[config.mk]
export PLATFORM = sky130hd
export DESIGN_NAME = axis_insert_header_pkt
export DESIGN_NICKNAME = d
export VERILOG_FILES = /design/src/rtl/axis_insert_header_pkt.sv
export SDC_FILE = /design/constraint.sdc
export NUM_CORES = 1
export LEC_CHECK = 0
export ABC_AREA = 0
export CELL_PAD_IN_SITES_DETAIL_PLACEMENT = 0
export CELL_PAD_IN_SITES_GLOBAL_PLACEMENT = 1
export CORE_UTILIZATION = 42
export CTS_CLUSTER_SIZE = 30
export DETAILED_ROUTE_END_ITERATION = 8
export PLACE_DENSITY = 0.85
export SLEW_MARGIN = 20
export SYNTH_ARGS = -nofsm -noshare
export SYNTH_HDL_FRONTEND = slang
export SYNTH_SLANG_ARGS = --single-unit
[constraint.sdc]
create_clock -name clk -period 7.3 [get_ports clk]
set_clock_uncertainty 0.15 [all_clocks]
set_input_delay 1.46 -clock clk [delete_from_list [all_inputs] [get_ports clk]]
set_output_delay 1.46 -clock clk [all_outputs]
set_load 0.02 [all_outputs]
[src/rtl/axis_insert_header_pkt.sv]
// rtl/axis_insert_header_pkt.sv - streaming header inserter with dense byte re-packing and one-entry header buffer
module axis_insert_header_pkt #(
    parameter int DATA_WD      = 32,
    parameter int DATA_BYTE_WD = DATA_WD / 8,
    parameter int BYTE_CNT_WD  = $clog2(DATA_BYTE_WD + 1)
) (
    input  logic                    clk,
    input  logic                    rst_n,
    input  logic                    valid_in,
    input  logic [DATA_WD-1:0]      data_in,
    input  logic [DATA_BYTE_WD-1:0] keep_in,
    input  logic                    last_in,
    output logic                    ready_in,
    output logic                    valid_out,
    output logic [DATA_WD-1:0]      data_out,
    output logic [DATA_BYTE_WD-1:0] keep_out,
    output logic                    last_out,
    input  logic                    ready_out,
    input  logic                    valid_insert,
    input  logic [DATA_WD-1:0]      data_insert,
    input  logic [DATA_BYTE_WD-1:0] keep_insert,
    input  logic [BYTE_CNT_WD-1:0]  byte_insert_cnt,
    output logic                    ready_insert,
    output logic                    err
);

    typedef enum logic [1:0] {S_IDLE, S_DATA, S_TAIL} state_t;

    localparam logic [BYTE_CNT_WD-1:0]  W_CNT    = BYTE_CNT_WD'(DATA_BYTE_WD);
    localparam logic [DATA_BYTE_WD-1:0] KEEP_ALL = '1;

    // MSB-aligned keep with m leading ones
    function automatic logic [DATA_BYTE_WD-1:0] top_ones(input logic [BYTE_CNT_WD:0] m);
        return ~(KEEP_ALL >> m);
    endfunction

    function automatic logic [DATA_WD-1:0] byte_mask(input logic [DATA_BYTE_WD-1:0] keep);
        logic [DATA_WD-1:0] m;
        for (int i = 0; i < DATA_BYTE_WD; i++) m[8*i +: 8] = {8{keep[i]}};
        return m;
    endfunction

    function automatic logic [BYTE_CNT_WD-1:0] count_ones(input logic [DATA_BYTE_WD-1:0] keep);
        logic [BYTE_CNT_WD-1:0] c;
        c = '0;
        for (int i = 0; i < DATA_BYTE_WD; i++) c = c + BYTE_CNT_WD'(keep[i]);
        return c;
    endfunction

    state_t                  r_state;
    logic                    r_hdr_v;
    logic [DATA_WD-1:0]      r_hdr_data;
    logic [BYTE_CNT_WD-1:0]  r_hdr_cnt;
    logic [DATA_WD-1:0]      r_hold;       // pending bytes, MSB-aligned, unused bytes zero
    logic [BYTE_CNT_WD-1:0]  r_h;
    logic                    r_valid_out;
    logic [DATA_WD-1:0]      r_data_out;
    logic [DATA_BYTE_WD-1:0] r_keep_out;
    logic                    r_last_out;
    logic                    r_err;

    state_t                  w_state_nx;
    logic                    w_hdr_v_nx;
    logic [DATA_WD-1:0]      w_hdr_data_nx;
    logic [BYTE_CNT_WD-1:0]  w_hdr_cnt_nx;
    logic [DATA_WD-1:0]      w_hold_nx;
    logic [BYTE_CNT_WD-1:0]  w_h_nx;
    logic                    w_valid_nx;
    logic [DATA_WD-1:0]      w_data_nx;
    logic [DATA_BYTE_WD-1:0] w_keep_nx;
    logic                    w_last_nx;
    logic                    w_err_nx;

    logic                    w_adv;
    logic                    w_hdr_acc;
    logic                    w_beat_acc;
    logic                    w_hdr_bad;
    logic [BYTE_CNT_WD-1:0]  w_cnt_clamp;
    logic [BYTE_CNT_WD-1:0]  w_k;
    logic [BYTE_CNT_WD:0]    w_sum;
    logic [DATA_WD-1:0]      w_din;
    logic [BYTE_CNT_WD-1:0]  w_wmh;
    logic [BYTE_CNT_WD-1:0]  w_hdr_wmn;
    logic [DATA_WD-1:0]      w_hdr_hold;
    logic                    w_load;
    logic                    w_emit;
    logic [DATA_WD-1:0]      w_e_data;
    logic [DATA_BYTE_WD-1:0] w_e_keep;
    logic                    w_e_last;

    assign w_adv        = !r_valid_out || ready_out;
    assign ready_in     = rst_n && (r_state == S_DATA) && w_adv;
    assign ready_insert = rst_n && !r_hdr_v;
    assign w_hdr_acc    = valid_insert && ready_insert;
    assign w_beat_acc   = valid_in && ready_in;
    assign w_hdr_bad    = (keep_insert != ~(KEEP_ALL << byte_insert_cnt)) || (byte_insert_cnt > W_CNT);
    assign w_cnt_clamp  = (byte_insert_cnt > W_CNT) ? W_CNT : byte_insert_cnt;
    assign w_k          = count_ones(keep_in);
    assign w_sum        = {1'b0, r_h} + {1'b0, w_k};
    // bytes past keep on the last beat are zeroed so they never leak into output lanes
    assign w_din        = last_in ? (data_in & byte_mask(keep_in)) : data_in;
    assign w_wmh        = W_CNT - r_h;
    assign w_hdr_wmn    = W_CNT - r_hdr_cnt;
    assign w_hdr_hold   = r_hdr_data << {w_hdr_wmn, 3'b000};

    assign valid_out = r_valid_out;
    assign data_out  = r_data_out;
    assign keep_out  = r_keep_out;
    assign last_out  = r_last_out;
    assign err       = r_err;

    // next-state, header buffering, byte packing and output-stage update
    always_comb begin
        w_state_nx    = r_state;
        w_hdr_v_nx    = r_hdr_v;
        w_hdr_data_nx = r_hdr_data;
        w_hdr_cnt_nx  = r_hdr_cnt;
        w_hold_nx     = r_hold;
        w_h_nx        = r_h;
        w_valid_nx    = r_valid_out;
        w_data_nx     = r_data_out;
        w_keep_nx     = r_keep_out;
        w_last_nx     = r_last_out;
        w_err_nx      = r_err;
        w_load        = 1'b0;
        w_emit        = 1'b0;
        w_e_data      = '0;
        w_e_keep      = '0;
        w_e_last      = 1'b0;

        if (w_hdr_acc) begin
            w_hdr_v_nx    = 1'b1;
            w_hdr_data_nx = data_insert;
            w_hdr_cnt_nx  = w_cnt_clamp;
            if (w_hdr_bad) w_err_nx = 1'b1;
        end

        case (r_state)
            S_IDLE: begin
                if (r_hdr_v) w_load = 1'b1;
            end
            S_DATA: begin
                if (w_beat_acc) begin
                    w_emit   = 1'b1;
                    w_e_data = r_hold | (w_din >> {r_h, 3'b000});
                    w_e_keep = KEEP_ALL;
                    if (!last_in) begin
                        if (keep_in != KEEP_ALL) w_err_nx = 1'b1;
                        w_hold_nx = w_din << {w_wmh, 3'b000};
                    end else begin
                        if (keep_in == '0) w_err_nx = 1'b1;
                        if (w_sum <= {1'b0, W_CNT}) begin
                            w_e_keep   = top_ones(w_sum);
                            w_e_last   = 1'b1;
                            w_state_nx = S_IDLE;
                            if (r_hdr_v) w_load = 1'b1;
                        end else begin
                            // overflow bytes spill into one extra TAIL beat
                            w_hold_nx  = w_din << {w_wmh, 3'b000};
                            w_h_nx     = BYTE_CNT_WD'(w_sum - {1'b0, W_CNT});
                            w_state_nx = S_TAIL;
                        end
                    end
                end
            end
            S_TAIL: begin
                if (w_adv) begin
                    w_emit     = 1'b1;
                    w_e_data   = r_hold;
                    w_e_keep   = top_ones({1'b0, r_h});
                    w_e_last   = 1'b1;
                    w_state_nx = S_IDLE;
                    if (r_hdr_v) w_load = 1'b1;
                end
            end
            default: w_state_nx = S_IDLE;
        endcase

        // buffered header becomes the new hold content; reaching here from a
        // last beat keeps the stream in DATA with no idle cycle
        if (w_load) begin
            w_hold_nx  = w_hdr_hold;
            w_h_nx     = r_hdr_cnt;
            w_hdr_v_nx = 1'b0;
            w_state_nx = S_DATA;
        end

        if (w_adv) begin
            w_valid_nx = w_emit;
            w_data_nx  = w_e_data;
            w_keep_nx  = w_e_keep;
            w_last_nx  = w_e_last;
        end
    end

    // state and output registers with synchronous active-low reset
    always_ff @(posedge clk) begin
        if (!rst_n) begin
            r_state     <= S_IDLE;
            r_hdr_v     <= 1'b0;
            r_hdr_data  <= '0;
            r_hdr_cnt   <= '0;
            r_hold      <= '0;
            r_h         <= '0;
            r_valid_out <= 1'b0;
            r_data_out  <= '0;
            r_keep_out  <= '0;
            r_last_out  <= 1'b0;
            r_err       <= 1'b0;
        end else begin
            r_state     <= w_state_nx;
            r_hdr_v     <= w_hdr_v_nx;
            r_hdr_data  <= w_hdr_data_nx;
            r_hdr_cnt   <= w_hdr_cnt_nx;
            r_hold      <= w_hold_nx;
            r_h         <= w_h_nx;
            r_valid_out <= w_valid_nx;
            r_data_out  <= w_data_nx;
            r_keep_out  <= w_keep_nx;
            r_last_out  <= w_last_nx;
            r_err       <= w_err_nx;
        end
    end

endmodule

==> results of run 1 <==
[cell type report]
type / instances / area, um2
flip-flops and latches: 112 / 2240
multi-input cells: 616 / 3810
inverters: 12 / 45.0
fillers: 1409 / 6770
well taps: 184 / 230
clock buffers: 12 / 256
repair buffers: 132 / 1290
clock inverters: 4 / 58.8
[cell families after synthesis]
group                      count (synthesis)
and+or+nand+nor                          244
xor gates and xnor gates                   2
DFF                                      112
adders and majority gates                 14
AOI/OAI and AO/OA                        334
muxes                                     22
buffers and inverters                     84
[state kept, by name, summed over array words and instances, names as in the netlist]
signal / flops
r_h: 3
r_hdr_data: 32
keep_out: 4
data_out: 32
r_hold: 32
err: 1
r_state: 2
valid_out: 1
r_hdr_cnt: 3
last_out: 1
r_hdr_v: 1
[worst max-delay path, stage by stage]
cell,delay [ns]
clkdlybuf4s50_1,0.49
fa_1,0.58
fa_1,0.18
inv_1,0.05
fa_1,0.57
nor2b_1,0.26
o221ai_2,0.18
nor3_2,0.33
o21a_2,0.59
buf_4,0.33
o21ai_0,0.11
a21oi_1,0.16
[worst paths after layout]
check | from | to | slack [ns] | cells past startpoint
setup / recovery | keep_in[0] | r_hold[7] | 2.12 | 12
hold / removal | data_out[22] | data_out[22] | 0.30 | 2
setup reg to reg | r_h[1] | r_hold[7] | 3.87 | 9
hold reg to reg | data_out[22] | data_out[22] | 0.30 | 2
[metal layers]
layer / track usage [%] / vias up
met3: 4.88 / 28
met4: 7.03 / 0
met2: 37.5 / 340
met1: 39.6 / 2976
met5: 0 / -
li1: - / 3152
[placed cells by master (no fill, tap or decap), types with 7 or more instances in the layout]
master and count:
a211oi_1 7, a21boi_0 9, a21oi_1 74, a221oi_1 18
a222oi_1 11, a22oi_1 11, a31oi_1 17, a32oi_1 17
buf_4 11, clkbuf_16 9, clkdlybuf4s50_1 120, dfxtp_1 112
ha_1 11, inv_1 12, mux2i_1 20, nand2_1 129
nand2b_1 11, nand3_1 21, nor2_1 20, nor2b_1 26
o21ai_0 108
[metrics by stage]
step / setup slack, ns / total power [uW] / instance area (um2) / instances / hold slack, ns
floorplan: 2.97 / 902 / 6400 / 812 / 0.281
global placement: 1.56 / 1030 / 7610 / 1056 / 0.291
detailed placement: 1.40 / 1030 / 7610 / 1056 / 0.295
CTS: 1.79 / 1550 / 7930 / 1072 / 0.306
global route: 1.80 / 1620 / 7930 / 1072 / 0.325
finish: 2.12 / 1550 / 7930 / 1072 / 0.302
[where the power goes]
part	total [uW]	switching [uW]	internal, uW
Clock	521	232	290
Sequential	668	26.8	641
Combinational	357	210	147
Total	1550	469	1080
==> summary.txt, run 1 <==
Clocking
  – Clock transition at the registers of the reported paths: roughly 0.070 ns
  – Clock sinks: 112
  – Clock root buffer: clkbuf_16
  – Htree depth: 3
  – CTS Buf Count: 9
  – Post-CTS Resized: 0
  – CTS Hold Bufs: 0
  – Maximum clock path buffer count: 2
  – # Post-CTS Setup Buffers: 0
  – CTS tree: yes
  – Clk Latency, worst-skew pair: 0.36 ns

Die
  – Floorplan row count: 44
  – IO Pins: between 100 and 150
  – Die Wd: 125 um
  – Core area: 0.0147 mm2
  – Die area: roughly 0.016 mm2
  – Starting Density: 43.6%
  – Vert. Die Dim: between 100 and 150 um

Run status
  – Failing checks: DRC
  – Status: complete, but fails checks

Detailed routing
  – Met3 wire length: 1910 um
  – Drt pass-1 iters: 9
  – Max layer used: met4
  – Final ANT Viol Nets: 0
  – DR vias/cell: around 6.1
  – Drt initial violations: 791
  – WL met2: 8540 um
  – Routed vias: 6496
  – WL met1: 9850 um
  – Final WL: 20700 um
  – DRC viols: 12
  – Detailed-route wire length per cell: 19.3 um

Global route
  – Vias in the first global route: between 5000 and 6000
  – Pin count of the biggest net entering global routing: 83
  – GRT Total Usage: 26.2%
  – GRT Residual Overflow: 0
  – Initial antenna violation count: 0
  – First-pass GRT wire length: 32400 um

Placement
  – HPWL after DPL: 15500 um
  – Number of port buffers: 121
  – Final GP Congestion: between 0.9 and 1

Job
  – Maxcap violations: 0

Logic synthesis
  – Top FF cell, synth: dfxtp_1
  – Netlist cell types: 65
  – Largest family of logic cells by synthesized area: compound AO/OA/AOI/OAI gates
  – Seq cells post-synth: 112
  – Post-synthesis async set-or-reset flop share: 0%
  – Top cells by count, synth: nand2_1 (129), dfxtp_1 (112), o21ai_0 (108)
  – Syn Inst Count: 812
  – Post-synthesis compound-gate area fraction: 34.1%
  – Simple-gate area share of the yosys netlist: between 10% and 20%
  – Post-synthesis mux area share: 3.48%
  – Top post-synthesis cells by area: dfxtp_1 (35%), o21ai_0 (8.4%), nand2_1 (7.6%)
  – Post-synth EDFFs: 0
  – Yosys top cell area share: 35.0%
  – Xor/xnor share of the synthesized area: 0.391%
  – Synth Cell Area: 0.00640 mm2
  – Synth area leader: dfxtp_1
  – Synth Net Count: slightly above 900
  – Ys Warns: 0
  – Post-synthesis sequential area ratio: between 30% and 40%
  – Syn_area_per_cell: 7.89 um2
  – Most common cell in the synthesized netlist: nand2_1
  – Post-synthesis adder-cell area fraction: 3.09%

Worst setup path
  – Worst EP arrival: 5.31 ns
  – Max FO, Critical Path: 37
  – CP Class: in -> reg
  – Worst setup SP type: primary input
  – CP Data Required Time: around 7.4 ns
  – Crit. End Element: flip-flop

Timing
  – Relative slew margins: 30.2%
  – Final Hold Viols: 0
  – Max-slew violations: 0
  – Least-Margin Pin Slew: 1.05 ns
  – Final setup TNS: 0 ns
  – Endpoints failing setup: 0
  – RSZ-0062 raised after global routing: no
  – Final Critical Period: just over 5 ns
  – Fin crit share: a little under three quarters
  – F_max: a little under 0.2 GHz

Pwr
  – Static Leak: 0.00268 uW
  – PD cells: ~200 mW/mm2
  – Max VDD drop: 0.000133 V

Cells and area
  – Proportion of layout cells with a drive suffix above 1: 5.41%
  – Area Growth Syn to Fin: 23.8%
  – Fin nets: 978
  – N_diodes: 0
  – Final Core Density: between 50% and 60%

Worst hold path
  – Hold Crit Class: reg -> reg
No activity file was read; power rests on OpenSTA's default activity.
==> run 2, diff against run 1 <==
- CORE_UTILIZATION: 42 -> 35
- PLACE_DENSITY: 0.85 -> 0.75
- clock period: 7.3 -> 4.5 ns (I/O delays scaled with it)
==> summary.txt, run 2 (synthesis gave the netlist of run 1 again) <==
Run status
  – Status: finished, final reports clean

Timing
  – F_max: 0.237 GHz
  – Endpoints failing setup: 0 (unchanged)
  – Final Critical Period: 4.22 ns
  – Max-slew violations: 0 (unchanged)
  – RSZ-0062 raised after global routing: no
  – Min Hold Slack: 0.303 ns (+0.000426 ns)
  – Least-Margin Pin Slew: 1.04 ns (-0.0110 ns)
  – Fin crit share: between 90 and 100%
  – Relative slew margins: 30.9% (+0.73 points)
  – Final Hold Viols: 0 (unchanged)

Global route
  – First-pass GRT wire length: 33100 um (+2.2%)
  – GRT Total Usage: 23.1% (-3.1 points)
  – Initial antenna violation count: 0 (unchanged)
  – Vias in the first global route: 5772 (-1.1%)
  – GRT Residual Overflow: 0 (unchanged)
  – Pin count of the biggest net entering global routing: 83 (unchanged)

Pwr
  – Static Leak: 0.00275 uW (+2.7%)
  – PD cells: 311 mW/mm2 (+59%)
  – Clk pwr share: 32.9% (-0.8 points)
  – Max VDD drop: 0.000207 V (+55%)
  – Flop pwr share: 43.1% (about the same)
  – Sw Share: 31.2% (+0.88 points)
  – Psw: 785 uW (+68%)
  – Internal: 1730 uW (+61%)
  – Gate power share: 24.0% (+0.9 points)

Worst setup path
  – CP peak stage delay: 0.67 ns (+0.08 ns)
  – R2R Path End: r_hold[5]
  – Worst EP arrival: 4.37 ns (-0.94 ns)
  – Worst r2r src: r_h[0]
  – Crit. End Element: flip-flop
  – CP most frequent cell: fa_1
  – Worst path bufs/invs: 3 (unchanged)
  – Max FO, Critical Path: 13 (-65%)
  – R2R cell count: 7 (-2)
  – CP Class: in -> reg
  – Delay-heaviest family, CP: adder cells
  – CP Data Required Time: 4.65 ns (-2.79 ns)
  – CP max-delay cell: nor2_1
  – Critical path, cell by cell: clkdlybuf4s50_1 > fa_1 > fa_1 > inv_1 > fa_1 > nor2b_1 > o221a_4 > a21oi_4 > nor2_1 > buf_4 > a2bb2oi_1 > a21oi_1
  – Internal reg-to-reg setup slack: 1.38 ns (-2.49 ns)
  – Worst setup SP type: primary input

Cells and area
  – Fin nets: 994 (+1.6%)
  – N_diodes: 0 (unchanged)
  – Proportion of layout cells with a drive suffix above 1: 6.97% (+1.6 points)
  – Most frequent cells in the layout: nand2_1 (129), clkdlybuf4s50_1 (120), dfxtp_1 (112)
  – Non-filler cells, final: 1133 (+5.7%)
  – Commonest non-fill, non-tap cell in the layout: nand2_1
  – Area Growth Syn to Fin: 26.4%

Detailed routing
  – DR vias/cell: 5.68 (-6.3%)
  – Drt pass-1 iters: 5 (-4)
  – DRC viols: 0 (-12)
  – Final ANT Viol Nets: 0 (unchanged)
  – Routed vias: 6435 (-0.94%)
  – WL met2: 8620 um (+0.87%)
  – Final WL: 21300 um (+2.9%)
  – Detailed-route wire length per cell: 18.8 um (-2.7%)
  – Met3 wire length: 1700 um (-11%)
  – WL met1: 10600 um (+7.8%)
  – Drt initial violations: 594 (-25%)
  – Max layer used: met4

Clocking
  – Htree depth: 3 (unchanged)
  – Clock transition at the registers of the reported paths: 0.08 ns (about the same)
  – Clk Latency, worst-skew pair: 0.36 ns (about the same)
  – Clock sinks: 112 (unchanged)
  – Clock root buffer: clkbuf_16
  – Post-CTS Resized: 0 (unchanged)
  – CTS tree: yes
  – Maximum clock path buffer count: 2 (unchanged)
  – CTS Hold Bufs: 0 (unchanged)
  – # Post-CTS Setup Buffers: 0 (unchanged)
  – CTS Buf Count: 9 (unchanged)

Worst hold path
  – WHS Path Cells: 2 (unchanged)
  – Worst min-delay path startpoint: data_out[16]
  – Hold EP: data_out[16]
  – Hold Crit Class: reg -> reg

Die
  – Floorplan row count: 49 (+11%)
  – Die Wd: 137 um (+9.4%)
  – Die area: 0.0188 mm2 (+20%)
  – Core area: 0.0180 mm2 (+22%)
  – Starting Density: 35.7% (-7.9 points)
  – IO Pins: 122 (unchanged)
  – Vert. Die Dim: 137 um (+9.4%)

Placement
  – HPWL after DPL: 15900 um (+3.0%)
  – Placed cells: 1117 (+5.8%)
  – Final GP Congestion: 0.898 (-3.5%)
  – Number of port buffers: 121 (unchanged)

Job
  – Maxcap violations: 0 (unchanged)
[run 2: changes by cell type in the layout (fill, tap and decap cells not counted), sizes merged]
cell	change
buf	+16
clkbuf	-2
clkinv	+2
[run 2: through the flow]
stage	utilization [%]	area, um2	worst slack [ns]	setup TNS, ns	power [uW]
after floorplan	-	6400	0.726	0	1460
after global placement	43.4	7800	-0.0124	-0.0565	1700
after detailed placement	43.4	7800	-0.0752	-0.438	1700
after CTS	45.1	8100	0.312	0	2530
after global routing	45.1	8100	0.115	0	2650
final	45.1	8100	0.282	0	2520
[run 2: power by group through the flow]
stage / clock network [uW] / logic [uW] / registers, uW
after floorplan: 0 / 376 / 1090
after global placement: 0 / 594 / 1110
after detailed placement: 0 / 593 / 1110
after CTS: 853 / 596 / 1080
after global routing: 895 / 660 / 1090
final: 828 / 603 / 1090
[run 2: final cells by class]
class                      count  area, um2
timing repair buffer         148       1420
inverter                      12       45.0
clock inverter                 6       66.3
clock buffer                  10        229
multi-input combinational    616       3800
fill                        1865       9870
sequential                   112       2240
tap                          229        287
[run 2: tightest hold or removal path: stages, from the launching register on]
cell and delay [ns]:
dfxtp_1 0.31, nand2_1 0.05, a21boi_1 0.05
[run 2: worst max-delay path by stage]
stage | depth (start not counted) | end | from
2_1_floorplan | 10 | r_hold[5] | keep_in[0]
3_3_place_gp | 12 | r_hold[28] | keep_in[0]
3_5_place_dp | 13 | r_hold[15] | keep_in[0]
4_1_cts | 12 | r_hold[20] | keep_in[0]
5_1_grt | 12 | r_hold[20] | keep_in[0]
6_report | 12 | r_hold[20] | keep_in[0]
[run 2: layer usage]
layer / track usage, % / vias up
met5: 0 / -
met4: 5.56 / 0
met3: 5.33 / 21
met2: 32.3 / 276
met1: 35.0 / 2960
li1: - / 3178
==> run 3, diff against run 2 <==
- CORE_UTILIZATION: 35 -> 42
- DONT_BUFFER_PORTS: default -> 1
- PLACE_DENSITY: 0.75 -> 0.74
==> summary.txt, run 3 (synthesis gave the netlist of run 1 again) <==
Die
  – Core area: 0.0147 mm2 (-18%)
  – Die Wd: 125 um (-8.6%)
  – Starting Density: 43.6% (+7.9 points)
  – IO Pins: 122 (unchanged)
  – Floorplan row count: 44 (-10%)
  – Vert. Die Dim: 125 um (-8.6%)
  – Die area: 0.0157 mm2 (-16%)

Placement
  – Post-Place Cell Area: 0.00643 mm2 (-18%)
  – Number of port buffers: 0 (-100%)
  – Final GP Congestion: 0.976 (+8.6%)
  – Setup WS pre-CTS: 0.414 ns (+0.489 ns)
  – HPWL after DPL: 15500 um (-2.8%)

Detailed routing
  – DR vias/cell: 6.40 (+13%)
  – Drt initial violations: 717 (+21%)
  – Detailed-route wire length per cell: 21.5 um (+14%)
  – Drt pass-1 iters: 9 (+4)
  – DRC viols: 14 (+14)
  – Final ANT Viol Nets: 0 (unchanged)
  – Final WL: 20500 um (-3.9%)
  – Routed vias: 6095 (-5.3%)

Worst setup path
  – CP Class: in -> reg
  – Delay-heaviest family, CP: adder cells
  – CP max-delay cell: fa_1
  – Worst path bufs/invs: 2 (-1)
  – CP peak stage delay: 0.58 ns (-0.09 ns)
  – Worst setup SP type: primary input
  – Max FO, Critical Path: 64 (+51)
  – CP Data Required Time: 4.61 ns (-0.04 ns)
  – Crit. End Element: flip-flop
  – Critical path, cell by cell: fa_1 > fa_1 > inv_1 > fa_1 > nor2b_1 > o221ai_2 > nor3_2 > o21a_1 > buf_12 > o21ai_1 > o221a_2
  – Worst EP arrival: 3.85 ns (-0.52 ns)
  – CP most frequent cell: fa_1

Global route
  – GRT Total Usage: 26.0% (+2.9 points)
  – Vias in the first global route: 5370 (-7.0%)
  – First-pass GRT wire length: 31600 um (-4.4%)
  – GRT Residual Overflow: 0 (unchanged)
  – Pin count of the biggest net entering global routing: 107 (+29%)
  – Initial antenna violation count: 0 (unchanged)

Clocking
  – Htree depth: 3 (unchanged)
  – CTS tree: yes
  – # Post-CTS Setup Buffers: 0 (unchanged)
  – Clock root buffer: clkbuf_16
  – Maximum clock path buffer count: 2 (unchanged)
  – Clock sinks: 112 (unchanged)
  – Clk Latency, worst-skew pair: 0.37 ns (about the same)
  – Clock transition at the registers of the reported paths: 0.08 ns (about the same)
  – CTS Buf Count: 9 (unchanged)
  – CTS Hold Bufs: 0 (unchanged)
  – Post-CTS Resized: 0 (unchanged)

Cells and area
  – N_diodes: 0 (unchanged)
  – Commonest non-fill, non-tap cell in the layout: nand2_1
  – Area Growth Syn to Fin: 5.06%
  – Multi-input logic area: 0.00380 mm2 (unchanged)
  – Fin nets: 859 (-14%)
  – Most frequent cells in the layout: nand2_1 (129), dfxtp_1 (112), o21ai_0 (108)
  – Fill count: 1443 (-23%)
  – Final Core Density: 45.8% (+0.71 points)
  – Register area: 0.00224 mm2 (unchanged)
  – Proportion of layout cells with a drive suffix above 1: 6.37% (-0.60 points)
  – Design area: 0.00673 mm2 (-17%)

Timing
  – Final Critical Period: 3.74 ns (-0.480 ns)
  – Endpoints failing setup: 0 (unchanged)
  – Post-route setup slack: 0.762 ns (+0.480 ns)
  – Final Hold Viols: 0 (unchanged)
  – F_max: 0.268 GHz (+13%)
  – Relative slew margins: 33.3% (+2.4 points)
  – Fin crit share: 83.1% (-11 points)
  – Final setup TNS: 0 ns (unchanged)
  – Least-Margin Pin Slew: 1.00 ns (-0.0353 ns)
  – Max-slew violations: 0 (unchanged)
  – RSZ-0062 raised after global routing: no

Run status
  – Failing checks: DRC
  – Status: complete, but fails checks

Job
  – Maxcap violations: 0 (unchanged)

Pwr
  – Total Power: 2370 uW (-5.8%)
  – PD cells: 352 mW/mm2 (+13%)
  – Max VDD drop: 0.000188 V (-9.3%)
  – Static Leak: 0.00222 uW (-19%)

Worst hold path
  – Hold Crit Class: reg -> reg
## run 3: worst paths after layout
path                       start        endpoint  slack, ns  depth (start not counted)
setup / recovery      keep_in[0]      r_hold[15]       0.76                         11
hold / removal    r_hdr_data[19]  r_hdr_data[19]       0.32                          2
setup reg to reg          r_h[1]      r_hold[15]       1.02                         10
hold reg to reg   r_hdr_data[19]  r_hdr_data[19]       0.32                          2
## run 3: where the power goes
part / internal, uW / switching [uW]
sequential: 1040 / 52.8
combinational: 177 / 292
clock: 404 / 405
## run 3: per-layer routing
metal / vias up / GRT usage [%] / part of all wire, %
met5: - / 0 / 0
met4: 0 / 9.40 / 2.1
met3: 29 / 4.75 / 9.7
met2: 299 / 37.1 / 41
met1: 2852 / 38.5 / 47
li1: 2915 / - / -
## run 3: worst reg2reg max path, delay by kind of cell (launching register included)
kind | cells | cell delay [ns]
AO/OA/AOI/OAI | 4 | 0.77
adder cells (fa/ha/maj) | 1 | 0.71
buffers and inverters | 3 | 0.86
flip-flops | 1 | 0.32
AND/OR/NAND/NOR | 2 | 0.56
## run 3: per-stage QoR
step / hold WS [ns] / std cells
2_1_floorplan: 0.281 / 812
3_3_place_gp: 0.300 / 937
3_5_place_dp: 0.304 / 937
4_1_cts: 0.314 / 953
5_1_grt: 0.342 / 953
6_report: 0.316 / 953
## run 3: area by class of cell
type | count | share of cell area (%)
multi-input cells | 616 | 56.5
repair buffers | 13 | 1.64
clock inverters | 6 | 0.855
clock buffers | 10 | 3.55
flip-flops and latches | 112 | 33.3
inverters | 12 | 0.669
well taps | 184 | 3.42
